[src/rtl/signal_conflict_monitor.sv]
// Safety monitor between a traffic light controller and its lamps: passes lamp commands
// through one register stage, and on a conflict, lamp, dark or short-yellow fault latches a cause and flashes both reds.
module signal_conflict_monitor #(
  parameter int MIN_YELLOW = 3,
  parameter int DEBOUNCE   = 2,
  parameter int FLASH_HALF = 5
) (
  input  logic       clk,
  input  logic       rst,
  input  logic       EW_RED,
  input  logic       EW_YELLOW,
  input  logic       EW_GREEN,
  input  logic       NS_RED,
  input  logic       NS_YELLOW,
  input  logic       NS_GREEN,
  input  logic       fault_clr,
  output logic       EW_RED_OUT,
  output logic       EW_YELLOW_OUT,
  output logic       EW_GREEN_OUT,
  output logic       NS_RED_OUT,
  output logic       NS_YELLOW_OUT,
  output logic       NS_GREEN_OUT,
  output logic       fault,
  output logic [2:0] fault_code
);

  localparam int DW = $clog2(DEBOUNCE + 1);
  localparam int YW = $clog2(MIN_YELLOW + 1);
  localparam int FW = $clog2(2 * FLASH_HALF);
  localparam logic [DW-1:0] DEB_LIM  = DW'(DEBOUNCE);
  localparam logic [YW-1:0] Y_LIM    = YW'(MIN_YELLOW);
  localparam logic [FW-1:0] F_LAST   = FW'(2 * FLASH_HALF - 1);
  localparam logic [FW-1:0] F_HALF   = FW'(FLASH_HALF);
  localparam logic [5:0]    LAMP_RST = 6'b100_100;

  typedef enum logic {MONITOR = 1'b0, FAULT = 1'b1} state_t;

  state_t          state_q, state_d;
  logic [DW-1:0]   deb_q, deb_d;
  logic [YW-1:0]   ew_y_q, ew_y_d, ns_y_q, ns_y_d;
  logic [FW-1:0]   flash_q, flash_d;
  logic [5:0]      lamp_q, lamp_d;
  logic [2:0]      code_q, code_d;

  logic [5:0]      lamp_in;
  logic [1:0]      ew_cnt, ns_cnt;
  logic            c_conf, c_multi, c_dark, any_bad;
  logic [2:0]      bad_code;
  logic [DW-1:0]   deb_inc;
  logic            deb_trig, ew_short, ns_short;
  logic [YW-1:0]   ew_y_nxt, ns_y_nxt;
  logic [FW-1:0]   flash_nxt;
  logic            red_on;

  assign lamp_in  = {EW_RED, EW_YELLOW, EW_GREEN, NS_RED, NS_YELLOW, NS_GREEN};
  assign ew_cnt   = {1'b0, EW_RED} + {1'b0, EW_YELLOW} + {1'b0, EW_GREEN};
  assign ns_cnt   = {1'b0, NS_RED} + {1'b0, NS_YELLOW} + {1'b0, NS_GREEN};
  assign c_conf   = (EW_GREEN | EW_YELLOW) & (NS_GREEN | NS_YELLOW);
  assign c_multi  = (ew_cnt > 2'd1) | (ns_cnt > 2'd1);
  assign c_dark   = (ew_cnt == 2'd0) | (ns_cnt == 2'd0);
  assign any_bad  = c_conf | c_multi | c_dark;
  assign bad_code = c_conf ? 3'd1 : (c_multi ? 3'd2 : 3'd3);

  assign deb_inc  = deb_q + DW'(1);
  assign deb_trig = any_bad && (deb_inc >= DEB_LIM);

  // A nonzero yellow count means yellow was lit at the previous edge.
  assign ew_short = !EW_YELLOW && (ew_y_q != '0) && (ew_y_q < Y_LIM);
  assign ns_short = !NS_YELLOW && (ns_y_q != '0) && (ns_y_q < Y_LIM);
  assign ew_y_nxt = !EW_YELLOW ? '0 : ((ew_y_q == Y_LIM) ? ew_y_q : ew_y_q + YW'(1));
  assign ns_y_nxt = !NS_YELLOW ? '0 : ((ns_y_q == Y_LIM) ? ns_y_q : ns_y_q + YW'(1));

  assign flash_nxt = (flash_q == F_LAST) ? '0 : flash_q + FW'(1);
  assign red_on    = flash_nxt < F_HALF;

  always_comb begin
    state_d = state_q;
    deb_d   = deb_q;
    ew_y_d  = ew_y_q;
    ns_y_d  = ns_y_q;
    flash_d = flash_q;
    lamp_d  = lamp_q;
    code_d  = code_q;
    case (state_q)
      MONITOR: begin
        lamp_d = lamp_in;
        deb_d  = any_bad ? deb_inc : '0;
        ew_y_d = ew_y_nxt;
        ns_y_d = ns_y_nxt;
        if (deb_trig || ew_short || ns_short) begin
          state_d = FAULT;
          code_d  = deb_trig ? bad_code : 3'd4;
          flash_d = '0;
          lamp_d  = LAMP_RST;
          deb_d   = '0;
          ew_y_d  = '0;
          ns_y_d  = '0;
        end
      end
      FAULT: begin
        flash_d = flash_nxt;
        lamp_d  = {red_on, 2'b00, red_on, 2'b00};
        if (fault_clr && !any_bad) begin
          state_d = MONITOR;
          code_d  = 3'd0;
          flash_d = '0;
          lamp_d  = lamp_in;
        end
      end
      default: state_d = MONITOR;
    endcase
  end

  always_ff @(posedge clk) begin
    if (rst) begin
      state_q <= MONITOR;
      deb_q   <= '0;
      ew_y_q  <= '0;
      ns_y_q  <= '0;
      flash_q <= '0;
      lamp_q  <= LAMP_RST;
      code_q  <= 3'd0;
    end else begin
      state_q <= state_d;
      deb_q   <= deb_d;
      ew_y_q  <= ew_y_d;
      ns_y_q  <= ns_y_d;
      flash_q <= flash_d;
      lamp_q  <= lamp_d;
      code_q  <= code_d;
    end
  end

  assign {EW_RED_OUT, EW_YELLOW_OUT, EW_GREEN_OUT, NS_RED_OUT, NS_YELLOW_OUT, NS_GREEN_OUT} = lamp_q;
  assign fault      = (state_q == FAULT);
  assign fault_code = code_q;

endmodule

[config.mk]
export PLATFORM = sky130hd
export DESIGN_NAME = signal_conflict_monitor
export DESIGN_NICKNAME = d
export VERILOG_FILES = /design/src/rtl/signal_conflict_monitor.sv
export SDC_FILE = /design/constraint.sdc
export NUM_CORES = 1
export LEC_CHECK = 0
export CAP_MARGIN = 40
export CORE_ASPECT_RATIO = 1.2
export CORE_MARGIN = 8
export CORE_UTILIZATION = 27
export CTS_CLUSTER_SIZE = 20
export DETAILED_ROUTE_END_ITERATION = 8
export PLACE_DENSITY = 0.51
export SLEW_MARGIN = 20
export SYNTH_ARGS = -nofsm -noshare
export SYNTH_HDL_FRONTEND = slang
export SYNTH_SLANG_ARGS = --single-unit
export TNS_END_PERCENT = 100
[constraint.sdc]
create_clock -name clk -period 2.7 [get_ports clk]
set_clock_uncertainty 0.2 [all_clocks]
set_input_delay 0.27 -clock clk [delete_from_list [all_inputs] [get_ports clk]]
set_output_delay 0.27 -clock clk [all_outputs]
set_load 0.005 [all_outputs]
==> impl_metrics.py <==
metrics = {
    "grt": {
        "grt_pass1_wl_mm": 4.595,
        "grt_pass1_vias": 990,
        "track_usage": 0.09181,
        "gr-total-overflow": 0,
        "grt_max_degree": 20,
        "antenna_found_initial": 0,
    },
    "floorplanning": {
        "coreArea_mm2": 0.003910,
        "rows": 25,
        "initial_utilization": 0.2787,
        "io_pins": 19,
        "die_height_um": 85.60,
        "die_w_um": 74.00,
        "dieArea_mm2": 0.006334,
    },
    "timing": {
        "fin_crit_ns": 2.498,
        "max_freq_ghz": 0.4003,
        "hold_ws_ns": 0.2813,
        "setup_viol": 0,
        "worst_pin_slew_ns": 0.5636,
        "slew-limit-headroom": 0.6214,
        "setup_tns_ns": 0,
        "hold_violations": 0,
        "rsz0062_at_grt": "false",
        "drv_slew": 0,
        "fin_crit_sh": 0.9253,
    },
    "clock_network": {
        "cts_resized": 0,
        "clock_path_buffers": 2,
        "hold_buffers": 0,
        "clkLatencyLatePin_ns": 0.26,
        "clk_pin_slew_worst_paths_ns": 0.07,
        "clock_sinks": 20,
        "cts-buffers-inserted": 3,
        "cts_tree": "yes",
        "htree_levels": 1,
        "post_cts_buffers": 0,
        "cts_root_buf": "clkbuf_8",
    },
    "critical_path": {
        "crit_type": "input pin to flop",
        "path_max_fanout": 8,
        "path_buf_inv": 3,
        "cp.depth": 8,
        "cp.arrival_ns": 2.46,
        "reg2reg_from": "ns_y_q[0]$_SDFFE_PP0P_",
        "endpoint_kind": "flop",
        "r2r_cells": 7,
        "worstPathCellList": "clkdlybuf4s50_1, inv_1, fa_1, nor4bb_1, buf_4, a21o_1, a41oi_1, o31ai_1",
        "cp.required_ns": 2.67,
        "path_delay_family": "buffers and inverters",
        "cp_slowest_cell": "clkdlybuf4s50_1",
        "slowest_delay_ns": 0.48,
        "cp-start-kind": "input pin",
        "startpoint": "NS_RED",
    },
    "route": {
        "vias": 954,
        "wl_mm": 2.674,
        "wl_met1_mm": 1.124,
        "wl_per_cell_um": 13.37,
        "via_per_inst": 4.770,
        "top_layer_used": "met4",
        "route.met3.wl_um": 45,
        "met2_length_mm": 1.454,
        "first_pass_iters": 4,
        "ant_nets": 0,
        "drtIter0Drc": 41,
        "drc": 0,
    },
    "layout": {
        "num_antenna_cells": 0,
        "utilization": 0.3626,
        "drive_gt1_frac": 0.1301,
        "final_common_cell": "dfxtp_1",
        "nets": 165,
        "design_area_mm2": 0.001418,
        "most-common-layout-cells": "20 x dfxtp_1, 18 x clkdlybuf4s50_1, 12 x inv_1",
        "fillers": 402,
        "area_delta_synth_final_pct": 30.08,
    },
    "synth": {
        "async_flop_share": 0,
        "synthFlopType": "dfxtp_1",
        "synth-edff-count": 0,
        "synth_seq_cells": 20,
        "avgSynthCellArea_um2": 9.007,
        "synth_nets": 138,
        "yosys_warnings": 0,
        "synth_cell_type_count": 42,
        "netlist_area_mm2": 0.001090,
        "ys_seq_area_frac": 0.3674,
        "netlist_instances": 121,
    },
    "min_path": {
        "hold_start": "fault_code[1]$_SDFFE_PP0P_",
        "hold_class": "flop to flop",
        "worstHoldPathCells": 2,
    },
    "power": {
        "p_sw_w": 0.0002897,
        "intPower_w": 0.0005924,
        "pwr-share-clk": 0.224,
        "pwr-share-comb": 0.353,
        "netSwitchingFraction": 0.3284,
        "power_frac_seq": 0.423,
        "power_density_mw_per_mm2": 622.3,
        "ir_drop_v": 0.0002043,
        "power_w": 0.0008821,
        "p_leak_nw": 0.5382,
    },
    "placed_design": {
        "portBuffers": 18,
        "hpwl_mm": 2.154,
        "postPlaceCellArea_mm2": 0.001376,
        "place_congestion": 0.8286,
    },
    "flow_run": {
        "max_cap_viol_count": 0,
    },
    "run_status": {
        "status": "finished, final reports clean",
    },
}
-- cells by family after synthesis --
logic type / synth area share
mux: 0.01952
buf+inv: 0.06773
fa+ha+maj: 0.1056
xor+xnor: 0.008038
flops: 0.3674
compound gates: 0.2159
simple gates: 0.2159
-- cells in the mapped netlist, types with 3 or more instances --
library cell,count,area (um^2)
a21oi_1,7,35.03
nand4_1,3,18.77
nor3b_1,3,22.52
o31ai_1,4,30.03
dfxtp_1,20,400.4
o21ai_0,7,35.03
nand2_1,5,18.77
nand3_1,4,20.02
nand2b_1,3,18.77
inv_1,12,45.04
nor2_1,5,18.77
ha_1,6,75.07
nor3_1,6,30.03
-- flip-flops by register name, indices dropped and copies added (netlist names) --
name and count:
fault_code 3, ns_y_q 2, flash_q 4, deb_q 2, lamp_q 6, ew_y_q 2
fault 1
-- power by group through the flow --
stage | logic (W) | clock network [W] | registers (W)
6_report | 0.000311 | 0.000197 | 0.000373
5_1_grt | 0.000346 | 0.000215 | 0.000380
4_1_cts | 0.000315 | 0.000205 | 0.000374
3_5_place_dp | 0.000314 | 0 | 0.000380
3_3_place_gp | 0.000311 | 0 | 0.000378
2_1_floorplan | 0.000178 | 0 | 0.000368
-- metrics by stage --
stage	std cells	worst slack (ns)
6_report	200	0.2018
5_1_grt	200	0.06655
4_1_cts	200	0.1943
3_5_place_dp	197	-0.01598
3_3_place_gp	197	-0.007609
2_1_floorplan	121	0.5740
-- worst min-delay path, delay by kind of cell, from the launching register on --
| kind | cells | cell delay, ns |
|---|---|---|
| simple gates | 1 | 0.06 |
| flops | 1 | 0.31 |
| compound gates | 1 | 0.06 |
-- final cells by class --
type,count,area (um^2),area share
inverter,12,45.04,0.03177
timing repair buffer,27,247.7,0.1748
clock buffer,3,41.29,0.02913
tap,54,67.56,0.04766
sequential,20,400.4,0.2824
multi-input combinational,84,615.6,0.4342
-- per-layer routing --
layer  GRT usage  vias to the layer above
met5           0                        -
met4     0.04372                        0
met3     0.01167                        4
met2      0.1643                        7
met1      0.1018                      454
li1            -                      489
-- worst paths after layout --
kind                                      to  slack, ns
setup / recovery      ew_y_q[0]$_SDFFE_PP0P_       0.20
hold / removal    fault_code[1]$_SDFFE_PP0P_       0.28
setup reg to reg  fault_code[1]$_SDFFE_PP0P_       0.67
hold reg to reg   fault_code[1]$_SDFFE_PP0P_       0.28
Note: power is estimated with default switching activity, not from simulation.
